## config.mk

```make
export PLATFORM = sky130hd
export DESIGN_NAME = fetch_stage_flat
export DESIGN_NICKNAME = d
export VERILOG_FILES = /design/src/rtl/fetch_pkg.sv /design/src/rtl/fetch_if.sv /design/src/rtl/next_pc_sel.sv /design/src/rtl/fetch_stage.sv /design/src/flat_wrapper.sv
export SDC_FILE = /design/constraint.sdc
export NUM_CORES = 1
export LEC_CHECK = 0
export ABC_CLOCK_PERIOD_IN_PS = 3900
export CAP_MARGIN = 20
export CORE_AREA = 3 3 100 102
export CTS_BUF_LIST = sky130_fd_sc_hd__clkbuf_8
export DETAILED_ROUTE_END_ITERATION = 10
export DIE_AREA = 0 0 103 105
export PLACE_DENSITY = 0.95
export SYNTH_ARGS = -nofsm -noshare
export SYNTH_HDL_FRONTEND = slang
export SYNTH_SLANG_ARGS = --single-unit
```

## constraint.sdc

```tcl
create_clock -name clk -period 3.9 [get_ports clk]
set_clock_uncertainty 0.05 [all_clocks]
set_input_delay 0.78 -clock clk [delete_from_list [all_inputs] [get_ports clk]]
set_output_delay 0.78 -clock clk [all_outputs]
set_load 0.005 [all_outputs]
```

## src/rtl/fetch_pkg.sv

```systemverilog
// Shared types and defaults for the instruction-fetch stage.
package fetch_pkg;

   localparam logic [31:0] RESET_PC_DEF  = 32'h0000_0000;
   localparam logic [31:0] HALT_WORD_DEF = 32'h0000_0000;
   localparam logic [31:0] NOP_WORD_DEF  = 32'h0000_0013;

   typedef enum logic {
      RUN  = 1'b0,
      HALT = 1'b1
   } fetch_state_t;

   typedef struct packed {
      logic [31:0] pc;
      logic [31:0] instr;
      logic        valid;
   } ifid_t;

   function automatic logic [31:0] add4(input logic [31:0] a);
      return a + 32'd4;
   endfunction

endpackage

```

## src/rtl/fetch_if.sv

```systemverilog
// Bus between the fetch stage, instruction memory, hazard unit and decoder.
interface fetch_if;

   logic        stall;
   logic        branch_taken;
   logic [31:0] branch_target;
   logic [31:0] memAddress;
   logic [31:0] instruction;
   logic [31:0] if_pc;
   logic [31:0] if_instr;
   logic        if_valid;
   logic        halted;

   modport master (
      input  stall, branch_taken, branch_target, instruction,
      output memAddress, if_pc, if_instr, if_valid, halted
   );

   modport slave (
      output stall, branch_taken, branch_target, instruction,
      input  memAddress, if_pc, if_instr, if_valid, halted
   );

endinterface

```

## src/rtl/next_pc_sel.sv

```systemverilog
// Combinational next-PC selection: redirect, hold or sequential increment.
module next_pc_sel
   import fetch_pkg::*;
(
   input  logic [31:0]  i_pc,
   input  logic         i_branch_taken,
   input  logic [31:0]  i_branch_target,
   input  logic         i_stall,
   input  logic         i_halt_hit,
   input  fetch_state_t i_state,
   output logic [31:0]  o_next_pc
);

   always_comb begin
      o_next_pc = i_pc;
      if (i_state == RUN) begin
         // Redirect wins over stall and over a wrong-path halt word.
         if (i_branch_taken) begin
            o_next_pc = {i_branch_target[31:2], 2'b00};
         end else if (!i_stall && !i_halt_hit) begin
            o_next_pc = add4(i_pc);
         end
      end
   end

endmodule

```

## src/rtl/fetch_stage.sv

```systemverilog
// Instruction-fetch stage: PC register, memory address, IF/ID register, halt FSM.
module fetch_stage
   import fetch_pkg::*;
#(
   parameter logic [31:0] RESET_PC  = RESET_PC_DEF,
   parameter logic [31:0] HALT_WORD = HALT_WORD_DEF,
   parameter logic [31:0] NOP_WORD  = NOP_WORD_DEF
)(
   input  logic clk,
   input  logic reset,
   fetch_if.master bus
);

   logic [31:0]  r_pc;
   fetch_state_t r_state;
   logic         r_halted;
   ifid_t        r_ifid;
   logic [31:0]  w_next_pc;
   logic         w_halt_hit;

   assign w_halt_hit = (bus.instruction == HALT_WORD);

   next_pc_sel u_next_pc_sel (
      .i_pc            (r_pc),
      .i_branch_taken  (bus.branch_taken),
      .i_branch_target (bus.branch_target),
      .i_stall         (bus.stall),
      .i_halt_hit      (w_halt_hit),
      .i_state         (r_state),
      .o_next_pc       (w_next_pc)
   );

   always_ff @(posedge clk) begin
      if (reset) begin
         r_pc     <= RESET_PC;
         r_state  <= RUN;
         r_halted <= 1'b0;
         r_ifid   <= '{pc: 32'h0, instr: NOP_WORD, valid: 1'b0};
      end else if (r_state == RUN) begin
         r_pc <= w_next_pc;
         if (bus.branch_taken) begin
            r_ifid <= '{pc: r_pc, instr: NOP_WORD, valid: 1'b0};
         end else if (bus.stall) begin
            r_ifid <= r_ifid;
         end else if (w_halt_hit) begin
            r_ifid   <= '{pc: r_pc, instr: NOP_WORD, valid: 1'b0};
            r_state  <= HALT;
            r_halted <= 1'b1;
         end else begin
            r_ifid <= '{pc: r_pc, instr: bus.instruction, valid: 1'b1};
         end
      end else begin
         // Halted: everything frozen until reset, IF/ID never valid.
         r_ifid.valid <= 1'b0;
         r_halted     <= 1'b1;
      end
   end

   assign bus.memAddress = r_pc;
   assign bus.if_pc      = r_ifid.pc;
   assign bus.if_instr   = r_ifid.instr;
   assign bus.if_valid   = r_ifid.valid;
   assign bus.halted     = r_halted;

endmodule

```

## src/flat_wrapper.sv

```systemverilog
// flat-port wrapper written by rule: the top's interface ports become plain ports
module fetch_stage_flat import fetch_pkg::*;
#(
   parameter logic [31:0] RESET_PC  = RESET_PC_DEF,
   parameter logic [31:0] HALT_WORD = HALT_WORD_DEF,
   parameter logic [31:0] NOP_WORD  = NOP_WORD_DEF
)
  (clk, reset, bus_stall, bus_branch_taken, bus_branch_target, bus_instruction, bus_memAddress, bus_if_pc, bus_if_instr, bus_if_valid, bus_halted);
  fetch_if bus_i ();
  input  logic clk;
  input  logic reset;
  input wire logic [$bits(bus_i.stall)-1:0] bus_stall;
  input wire logic [$bits(bus_i.branch_taken)-1:0] bus_branch_taken;
  input wire logic [$bits(bus_i.branch_target)-1:0] bus_branch_target;
  input wire logic [$bits(bus_i.instruction)-1:0] bus_instruction;
  output wire logic [$bits(bus_i.memAddress)-1:0] bus_memAddress;
  output wire logic [$bits(bus_i.if_pc)-1:0] bus_if_pc;
  output wire logic [$bits(bus_i.if_instr)-1:0] bus_if_instr;
  output wire logic [$bits(bus_i.if_valid)-1:0] bus_if_valid;
  output wire logic [$bits(bus_i.halted)-1:0] bus_halted;
  assign bus_i.stall = bus_stall;
  assign bus_i.branch_taken = bus_branch_taken;
  assign bus_i.branch_target = bus_branch_target;
  assign bus_i.instruction = bus_instruction;
  assign bus_memAddress = bus_i.memAddress;
  assign bus_if_pc = bus_i.if_pc;
  assign bus_if_instr = bus_i.if_instr;
  assign bus_if_valid = bus_i.if_valid;
  assign bus_halted = bus_i.halted;
  fetch_stage #(.RESET_PC(RESET_PC), .HALT_WORD(HALT_WORD), .NOP_WORD(NOP_WORD)) u_core (.clk(clk), .reset(reset), .bus(bus_i));
endmodule
```

* After elaboration in Yosys (flattened, before gate mapping)
Cells that the tools add are included.
** Cells by class
- Mux-type cells :: 13
- Equal/unequal tests :: 3
- Magnitude comparators :: 0
- Multipliers :: 0
- $add $sub $neg :: 1
- Div/mod/pow operators :: 0
- Shift-type cells :: 0
- Bitwise operators :: 1
- Reductions and logical operators :: 10
** Operators with widths (count)
- $mux 65 :: 2
- $mux 32 :: 2
- $mux 33 :: 1
- $add 32x3->32 const B :: 1
- $logic_not 32->1 :: 1
- $mux 1 :: 8
- $ne 2x1->1 const B :: 3
- $reduce_and 2->1 :: 2
- $reduce_bool 2->1 :: 2
- $reduce_and 3->1 :: 1
- $reduce_or 3->1 :: 1
- $logic_not 1->1 :: 2
- $logic_and 1x1->1 :: 1
- $not 1->1 :: 1
** Storage, ports and cells
- Memory bits (read-only) :: 0
- RAM bits :: 0
- Bits in registers :: 99
- Bits in latches :: 0
- Bits of input ports :: 68
- Memories kept :: 0
- Output and inout port bits :: 98

* Depth between registers and ports, before layout
Gate-level depths: netlist (run 1).
- Depth after elaboration :: 5
- Mapped depth :: 7
- Depth with buffers taken out :: 6

* Hierarchy
A second synthesis (run 1) with hierarchy kept.
** Unflattened totals
- Cells, all modules :: 545
- Area, all modules :: 4615.7 µm²
** Modules (own cells, without submodules)
- fetch_stage :: area each 3379.5 µm², cells an instance 343, instances 1
- next_pc_sel :: area each 1236.2 µm², cells an instance 202, instances 1

* Least setup slack after synthesis (run 1)
OpenSTA, ideal clock, no wires.
- Kind :: input-to-reg
- Start :: in bus_instruction[24]
- End :: reg u_core.r_ifid (netlist bit u_core.bus.if_instr[2])
- Path buffers :: 2
- Arrival :: 2.152 ns
- Library setup time :: 0.128 ns
- Cell stages on the path :: 7
- Setup slack :: 1.571 ns
- Path through :: nor4_1 -> nand2_1 -> o41a_1 -> buf_2 -> clkbuf_1 -> a32oi_1 -> nor2_1
** Between the ends
- Word-level cells in the longest chain between the ends :: 4
** RTL lines
- from (decl) :: line flat_wrapper.sv:15 : input wire logic [$bits(bus_i.instruction)-1:0] bus_instruction;
- $logic_not 32->1 :: line fetch_stage.sv:21 : assign w_halt_hit = (bus.instruction == HALT_WORD);
- $mux 33 :: line fetch_stage.sv:45 : end else if (w_halt_hit) begin
- $mux 65 :: line fetch_stage.sv:43 : end else if (bus.stall) begin
- $mux 65 :: line fetch_stage.sv:41 : if (bus.branch_taken) begin
- to (signal assigned) :: line fetch_stage.sv:42 : r_ifid <= '{pc: r_pc, instr: NOP_WORD, valid: 1'b0};
- to (signal assigned) :: line fetch_stage.sv:44 : r_ifid <= r_ifid;
- to (signal assigned) :: line fetch_stage.sv:46 : r_ifid <= '{pc: r_pc, instr: NOP_WORD, valid: 1'b0};
- to (decl) :: line fetch_stage.sv:17 : ifid_t r_ifid;
Every way passes these cells. The select of a mux whose other input is x is not followed.
A chain may end at the register's enable or synchronous reset.

* Worst setup path in the final report (run 1)
- Start :: in bus_instruction[6]
- End :: reg u_core.r_ifid (netlist bit u_core.bus.if_instr[27])
Same word-level chain as after synthesis.

==> impl_metrics.prom, run 1 <==
# TYPE chip_impl_metric gauge
chip_impl_metric{name="drt_iter0_drc",unit=""} 399
chip_impl_metric{name="avgSynthCellArea",unit="µm²"} 8.02
chip_impl_metric{name="final_max_slew_viol_count",unit=""} 0
chip_impl_metric{name="grt_pass1_vias",unit=""} 5011
chip_impl_metric{name="crit_path_max_fanout",unit=""} 29
chip_impl_info{name="crit_family",value="compound AO/OA/AOI/OAI gates"} 1
chip_impl_metric{name="r2r.worst_path.cells",unit=""} 6
chip_impl_metric{name="power_density_over_the_cells",unit="nW/µm²"} 327
chip_impl_metric{name="synth-edff-count",unit=""} 0
chip_impl_metric{name="count_of_nets_left_with_antenna_violations_after_detail_routing",unit=""} 0
chip_impl_metric{name="post_route_cells_drive_above_1_share",unit=""} 0.0546
chip_impl_metric{name="die_height",unit="µm"} 105
chip_impl_metric{name="floorplan_die_area",unit="µm²"} 10800
chip_impl_metric{name="max_freq",unit="GHz"} 0.337
chip_impl_info{name="synth_largest_area_cell",value="dfxtp_1"} 1
chip_impl_metric{name="areaGrowthSynthToFinish",unit="%"} 39.8
chip_impl_info{name="timing_worst_setup_path_type",value="in -> reg"} 1
chip_impl_metric{name="synthesis.area",unit="µm²"} 4550
chip_impl_metric{name="synth.mux.area_fraction",unit=""} 0.00743
chip_impl_metric{name="worstMarginPinSlew",unit="ps"} 916
chip_impl_metric{name="die_width",unit="µm"} 103
chip_impl_metric{name="r2r_setup_slack",unit="ps"} 1570
chip_impl_info{name="rsz0062_at_grt",value="no"} 1
chip_impl_info{name="cpMaxStageDelayCell",value="o41a_2"} 1
chip_impl_metric{name="gpl_wtd_cong",unit=""} 0.933
chip_impl_metric{name="final_design_area_no_fill",unit="µm²"} 6350
chip_impl_info{name="highest_metal_layer_used_by_the_detailed_router",value="met4"} 1
chip_impl_metric{name="track_usage",unit=""} 0.274
chip_impl_metric{name="max_cap_viol_count",unit=""} 0
chip_impl_metric{name="yosys.area.top_type_share",unit=""} 0.423
chip_impl_metric{name="arrival",unit="ps"} 3140
chip_impl_metric{name="wl_met2",unit="µm"} 7400
chip_impl_metric{name="max-slew-margin-rel",unit=""} 0.389
chip_impl_metric{name="grt_overflow",unit=""} 0
chip_impl_metric{name="grt_start_max_net_pins",unit=""} 87
chip_impl_info{name="synth_top_family_by_area",value="compound AO/OA/AOI/OAI gates"} 1
chip_impl_metric{name="post_synth_inst_count",unit=""} 567
chip_impl_metric{name="yosysWarnings",unit=""} 0
chip_impl_info{name="outcome",value="finished clean"} 1
chip_impl_metric{name="drt_pre_antenna_iters",unit=""} 4
chip_impl_metric{name="synth-compound-area-share",unit=""} 0.278
chip_impl_metric{name="worstPathRequired",unit="ps"} 4070
chip_impl_metric{name="avgRoutedWirePerCell",unit="µm"} 18.6
chip_impl_metric{name="buffers_inserted_by_post_cts_timing_repair",unit=""} 0
chip_impl_info{name="setup.worst_path.start_class",value="input pin"} 1
chip_impl_metric{name="remaining_drc_errors",unit=""} 0
chip_impl_metric{name="yosysSeqAreaShare",unit=""} 0.423
chip_impl_metric{name="io-pin-count",unit=""} 166
chip_impl_metric{name="grt_first_pass_wirelength",unit="µm"} 24100
chip_impl_metric{name="ratio_of_final_minimum_period_to_clock_period",unit=""} 0.761
chip_impl_metric{name="dpl-instance-area",unit="µm²"} 6150
chip_impl_metric{name="finalSetupViolCount",unit=""} 0
chip_impl_metric{name="totalNegativeSetupSlack",unit="ps"} 0
chip_impl_metric{name="detail_route.vias_per_cell",unit=""} 6.32
chip_impl_metric{name="synthAdderAreaFrac",unit=""} 0.00275
chip_impl_metric{name="hold_depth",unit=""} 2
chip_impl_metric{name="post-place-ws",unit="ps"} 551
chip_impl_metric{name="critPathMaxStageDelay",unit="ps"} 740
chip_impl_metric{name="nNetsFinal",unit=""} 761
chip_impl_info{name="endpoint_of_the_worst_hold_timing_path",value="u_core.bus.if_pc[11]"} 1
chip_impl_metric{name="count_of_endpoints_failing_hold_in_the_final_timing_report",unit=""} 0
chip_impl_metric{name="async_flop_share",unit=""} 0
chip_impl_metric{name="clkTransAtPathRegs",unit="ps"} 90
chip_impl_metric{name="worst_skew_pair_later_pin_latency",unit="ps"} 370
chip_impl_info{name="timing.hold.worst.start",value="u_core.bus.if_pc[11]"} 1
chip_impl_info{name="synth_area_leaders",value="dfxtp_1 (42%), nand2_1 (8.3%), a21oi_1 (5.9%), a32oi_1 (5.6%), nor2_1 (3.9%)"} 1
chip_impl_info{name="main_flop_type_after_synthesis",value="dfxtp_1"} 1
chip_impl_metric{name="drt_wl_total",unit="µm"} 15000
chip_impl_metric{name="grt_antenna_before_repair",unit=""} 0
chip_impl_metric{name="antennaDiodeCount",unit=""} 0
chip_impl_metric{name="postSynthRegisterBits",unit=""} 96
chip_impl_metric{name="detailroute.via_count",unit=""} 5104
chip_impl_info{name="worst_r2r_startpoint",value="u_core.bus.memAddress[2]"} 1
chip_impl_info{name="cts_root_buffer",value="clkbuf_8"} 1
chip_impl_info{name="timing.critical_path.to_type",value="register"} 1
chip_impl_metric{name="starting_density_of_the_core",unit=""} 0.494
chip_impl_metric{name="finalWorstSetupSlack",unit="ps"} 931
chip_impl_info{name="crit_path_cell_trace",value="clkdlybuf4s50_1 > nor4_1 > nand2_1 > o41a_2 > buf_4 > a32oi_1 > nor2_1"} 1
chip_impl_metric{name="post_cts_resized",unit=""} 0
chip_impl_metric{name="htreeDepth",unit=""} 3
chip_impl_info{name="synth_commonest_cells",value="nand2_1 (101), dfxtp_1 (96), a21oi_1 (54)"} 1
chip_impl_metric{name="post_synth_and_or_nand_nor_area_fraction",unit=""} 0.227
chip_impl_info{name="rr_endpoint",value="u_core.bus.memAddress[24]"} 1
chip_impl_metric{name="placementRows",unit=""} 35
chip_impl_metric{name="wl_met3",unit="µm"} 1410
chip_impl_metric{name="core_region_area",unit="µm²"} 9200
chip_impl_info{name="tritoncts",value="yes"} 1
chip_impl_metric{name="holdBufCountCts",unit=""} 0
chip_impl_metric{name="hpwl",unit="µm"} 10400
chip_impl_metric{name="cts_num_sinks",unit=""} 96
chip_impl_metric{name="cts-buffers-inserted",unit=""} 9
chip_impl_info{name="yosysMostFrequentCell",value="nand2_1"} 1
chip_impl_metric{name="final.min_clock_period",unit="ps"} 2970
chip_impl_metric{name="port-buffer-count",unit=""} 161
chip_impl_metric{name="power.leakage",unit="nW"} 2.13
chip_impl_metric{name="timing.critical_path.buf_inv",unit=""} 2
chip_impl_metric{name="post_synth_xor_area_fraction",unit=""} 0
chip_impl_metric{name="vdd.ir_drop.worst",unit="µV"} 183
chip_impl_metric{name="hold-worst-slack",unit="ps"} 411
chip_impl_info{name="holdCritPathClass",value="reg -> reg"} 1
chip_impl_metric{name="clock_tree.buffer_depth",unit=""} 2
chip_impl_metric{name="wl_met1",unit="µm"} 5850
chip_impl_metric{name="yosys_cell_types",unit=""} 55
## routing by layer
layer  GRT usage  up-vias
li1            -     2367
met3      0.0688       37
met1       0.333     2406
met5           0        -
met4       0.108        0
met2       0.456      294
## cell type report
cell class                 instances  area (µm²)
fill                             732        2840
multi-input combinational        407        2380
sequential                        96        1920
timing repair buffer             170        1690
tap                              111         139
clock buffer                       9         124
clock inverter                     6        68.8
inverter                           8        30.0
## per-stage QoR
| step | std cells | power [mW] | utilization |
|---|---|---|---|
| finish | 807 | 2.08 | 0.691 |
| global route | 807 | 2.14 | 0.691 |
| CTS | 806 | 2.08 | 0.689 |
| detailed placement | 791 | 1.43 | 0.668 |
| global placement | 791 | 1.41 | 0.668 |
| floorplan | 568 | 1.23 | - |
## worst max-delay path by stage
stage / start / endpoint / slack (ps) / cells after the start
after floorplan: bus_instruction[24] / u_core.bus.if_instr[2] / 1570 / 7
after global placement: bus_instruction[24] / u_core.bus.if_instr[3] / 600 / 7
after detailed placement: bus_instruction[24] / u_core.bus.if_instr[27] / 550 / 7
after CTS: bus_instruction[24] / u_core.bus.if_instr[19] / 950 / 7
after global routing: bus_instruction[24] / u_core.bus.if_instr[27] / 790 / 7
final: bus_instruction[6] / u_core.bus.if_instr[27] / 930 / 7
## worst reg2reg max path: cells and delay by family, from the launching register on
family                   cells  cell delay (ps)
adder cells (fa/ha/maj)      1              260
AND/OR/NAND/NOR              4             1330
AO/OA/AOI/OAI                1              160
flip-flops                   1              450
## cell usage in the layout, fill, tap and decap left out, drive strengths merged, types with 4 or more instances in the layout
cell type        n
a211oi          10
a21oi           54
a31oi           13
a32oi           29
and2             4
and3            11
and4             5
buf             11
clkbuf           9
clkdlybuf4s50  159
dfxtp           96
inv             10
nand2          101
nand3           14
nand4           10
nor2            47
nor3            12
nor4            10
o211ai          15
o21ai            6
o311ai          10
o31ai            8
o32ai            8
## registers in the layout (all words and copies together) (netlist names)
signal                 flops
u_core.bus.memAddress     30
u_core.bus.if_pc          31
u_core.bus.if_valid        1
u_core.r_state             1
u_core.bus.halted          1
u_core.bus.if_instr       32
## kinds of logic (layout without fill, tap and decap cells)
group,Yosys count,after routing
adder cells (fa/ha/maj),1,1
AND/OR/NAND/NOR,224,224
other,1,2
buffers and inverters,65,193
multiplexers,3,3
AO/OA/AOI/OAI,177,177
flip-flops,96,96
## where the power goes
| group | switching [mW] | internal, mW |
|---|---|---|
| combinational | 0.157 | 0.185 |
| sequential | 0.0474 | 1.02 |
| clock | 0.367 | 0.298 |
| total | 0.572 | 1.50 |
No activity file was read; power rests on OpenSTA's default activity.
==> run 2: changes to the inputs <==
- ABC_CLOCK_PERIOD_IN_PS: 3900 -> 2400
- CORE_AREA: 3 3 100 102 -> 3 3 109 111
- DIE_AREA: 0 0 103 105 -> 0 0 112 114
- PLACE_DENSITY: 0.95 -> 0.86
- clock period: 3.9 -> 2.4 ns (I/O delays scaled with it)
==> run 2 against run 1 <==
Against the previous run: hold slack worse by 2.1 ps; non-clock buffer count is 43 higher; critical endpoint is now u_core.bus.memAddress[6]; design area is 6.9% higher; combinational power is 83% higher; core utilization is 6.7 points lower; clock power is 88% higher; register-to-register slack worse by 1400 ps; highest routed layer unchanged.
==> impl_metrics.prom, run 2 (synthesis gave the netlist of run 1 again) <==
# TYPE chip_impl_metric gauge
chip_impl_metric{name="combPwrFrac",unit=""} 0.174
chip_impl_metric{name="clock_tree.buffer_depth",unit=""} 2
chip_impl_metric{name="crit_cells",unit=""} 7
chip_impl_metric{name="worstPathRequired",unit="ps"} 2640
chip_impl_metric{name="grt_first_pass_wirelength",unit="µm"} 26100
chip_impl_metric{name="max_cap_viol_count",unit=""} 0
chip_impl_info{name="setup.worst_path.start_class",value="input pin"} 1
chip_impl_metric{name="worst_skew_pair_later_pin_latency",unit="ps"} 370
chip_impl_metric{name="track_usage",unit=""} 0.247
chip_impl_metric{name="sequentialPowerShare",unit=""} 0.479
chip_impl_metric{name="drt_wl_total",unit="µm"} 16100
chip_impl_info{name="beginning_of_the_critical_path",value="bus_instruction[25]"} 1
chip_impl_info{name="timing.critical_path.to_type",value="register"} 1
chip_impl_info{name="worst_r2r_startpoint",value="u_core.bus.memAddress[2]"} 1
chip_impl_metric{name="count_of_nets_left_with_antenna_violations_after_detail_routing",unit=""} 0
chip_impl_metric{name="io-pin-count",unit=""} 166
chip_impl_metric{name="power.clock.fraction",unit=""} 0.347
chip_impl_metric{name="switching_power",unit="mW"} 0.925
chip_impl_metric{name="detailroute.via_count",unit=""} 5258
chip_impl_metric{name="nNetsFinal",unit=""} 804
chip_impl_info{name="most_frequent_standard_cell_in_the_layout_excluding_fill_and_tap_cells",value="clkdlybuf4s50_1"} 1
chip_impl_metric{name="vdd.ir_drop.worst",unit="µV"} 305
chip_impl_metric{name="detail_route.vias_per_cell",unit=""} 5.98
chip_impl_metric{name="htreeDepth",unit=""} 3
chip_impl_info{name="rsz0062_at_grt",value="no"} 1
chip_impl_metric{name="totalNegativeSetupSlack",unit="ps"} 0
chip_impl_info{name="holdCritPathClass",value="reg -> reg"} 1
chip_impl_metric{name="grt_pass1_vias",unit=""} 5219
chip_impl_info{name="crit_family",value="compound AO/OA/AOI/OAI gates"} 1
chip_impl_metric{name="clkTransAtPathRegs",unit="ps"} 90
chip_impl_metric{name="final.min_clock_period",unit="ps"} 2270
chip_impl_metric{name="timing.critical_path.buf_inv",unit=""} 2
chip_impl_metric{name="finalWorstSetupSlack",unit="ps"} 126
chip_impl_metric{name="gpl_wtd_cong",unit=""} 0.927
chip_impl_metric{name="critPathMaxStageDelay",unit="ps"} 570
chip_impl_info{name="tritoncts",value="yes"} 1
chip_impl_metric{name="grt_antenna_before_repair",unit=""} 0
chip_impl_info{name="timing.hold.worst.start",value="u_core.bus.if_pc[8]"} 1
chip_impl_metric{name="ratio_of_final_minimum_period_to_clock_period",unit=""} 0.948
chip_impl_metric{name="num-fill-cells",unit=""} 927
chip_impl_info{name="crit_path_cell_trace",value="clkdlybuf4s50_1 > nor4_1 > nand2_1 > o41a_4 > buf_4 > o211a_1 > o32ai_1"} 1
chip_impl_metric{name="finalSetupViolCount",unit=""} 0
chip_impl_metric{name="power.switching_fraction",unit=""} 0.257
chip_impl_metric{name="port-buffer-count",unit=""} 161
chip_impl_metric{name="hpwl",unit="µm"} 11500
chip_impl_metric{name="starting_density_of_the_core",unit=""} 0.418
chip_impl_metric{name="worstMarginPinSlew",unit="ps"} 696
chip_impl_metric{name="drt_pre_antenna_iters",unit=""} 7
chip_impl_metric{name="core_region_area",unit="µm²"} 10900
chip_impl_metric{name="post_cts_resized",unit=""} 0
chip_impl_metric{name="floorplan_die_area",unit="µm²"} 12800
chip_impl_metric{name="max_freq",unit="GHz"} 0.440
chip_impl_metric{name="cts-buffers-inserted",unit=""} 9
chip_impl_metric{name="placementRows",unit=""} 38
chip_impl_metric{name="power.leakage",unit="nW"} 2.37
chip_impl_metric{name="antennaDiodeCount",unit=""} 0
chip_impl_metric{name="arrival",unit="ps"} 2510
chip_impl_metric{name="r2r.worst_path.cells",unit=""} 6
chip_impl_metric{name="die_height",unit="µm"} 114
chip_impl_metric{name="crit_path_max_fanout",unit=""} 14
chip_impl_info{name="cts_root_buffer",value="clkbuf_8"} 1
chip_impl_metric{name="grt_overflow",unit=""} 0
chip_impl_metric{name="buffers_inserted_by_post_cts_timing_repair",unit=""} 0
chip_impl_metric{name="power_density_over_the_cells",unit="nW/µm²"} 530
chip_impl_metric{name="areaGrowthSynthToFinish",unit="%"} 49.4
chip_impl_metric{name="post-place-ws",unit="ps"} -337
chip_impl_metric{name="drt_iter0_drc",unit=""} 569
chip_impl_metric{name="avgRoutedWirePerCell",unit="µm"} 18.3
chip_impl_info{name="timing_worst_setup_path_type",value="in -> reg"} 1
chip_impl_metric{name="max-slew-margin-rel",unit=""} 0.536
chip_impl_metric{name="die_width",unit="µm"} 112
chip_impl_metric{name="largest_register_ffs",unit=""} 32
chip_impl_metric{name="count_of_endpoints_failing_hold_in_the_final_timing_report",unit=""} 0
chip_impl_info{name="final_cell_mix",value="clkdlybuf4s50_1 (159), nand2_1 (101), dfxtp_1 (96)"} 1
chip_impl_metric{name="holdBufCountCts",unit=""} 0
chip_impl_metric{name="cts_num_sinks",unit=""} 96
chip_impl_metric{name="post_route_cells_drive_above_1_share",unit=""} 0.112
chip_impl_info{name="outcome",value="finished clean"} 1
chip_impl_metric{name="grt_start_max_net_pins",unit=""} 65
chip_impl_metric{name="remaining_drc_errors",unit=""} 0
chip_impl_metric{name="power_report.internal_total",unit="mW"} 2.67
chip_impl_metric{name="final_max_slew_viol_count",unit=""} 0
chip_impl_info{name="cpMaxStageDelayCell",value="o41a_4"} 1
chip_impl_metric{name="hold_depth",unit=""} 2
## run 2: layout make-up
class | instances | area (µm²) | area share
well taps | 140 | 175 | 0.0258
clock inverters | 4 | 75.1 | 0.0111
inverters | 8 | 30.0 | 0.00442
clock buffers | 12 | 165 | 0.0243
multi-input cells | 407 | 2400 | 0.353
flip-flops and latches | 96 | 1920 | 0.283
repair buffers | 213 | 2030 | 0.299
## run 2: through the flow
stage	total power, mW	cells	hold slack [ps]	area [µm²]	util
floorplan	2.00	568	392	4550	-
global placement	2.35	863	388	6520	0.599
detailed placement	2.37	863	397	6520	0.599
CTS	3.60	879	410	6760	0.621
global route	3.73	880	431	6790	0.624
finish	3.60	880	409	6790	0.624
## run 2: worst paths after layout
kind / to / slack (ps)
hold / removal: u_core.bus.if_pc[8] / 410
setup / recovery: u_core.bus.memAddress[6] / 130
hold reg to reg: u_core.bus.if_pc[8] / 410
setup reg to reg: u_core.bus.memAddress[24] / 180
## run 2: worst min-delay path: stages (launching register included)
cell     delay, ps
dfxtp_1        320
nand2_1         50
a21oi_1         50
## run 2: power groups by stage
| stage | clock (mW) | sequential (mW) | combinational, mW |
|---|---|---|---|
| 3_3_place_gp | 0 | 1.75 | 0.596 |
| 5_1_grt | 1.33 | 1.73 | 0.675 |
| 3_5_place_dp | 0 | 1.76 | 0.613 |
| 6_report | 1.25 | 1.72 | 0.626 |
| 4_1_cts | 1.26 | 1.72 | 0.618 |
| 2_1_floorplan | 0 | 1.76 | 0.242 |
## run 2: metal layers
layer | vias up | global-route usage | share of wire
met5 | - | 0 | 0
met1 | 2458 | 0.288 | 0.38
met2 | 320 | 0.433 | 0.49
met3 | 36 | 0.0769 | 0.11
li1 | 2444 | - | -
met4 | 0 | 0.0849 | 0.022
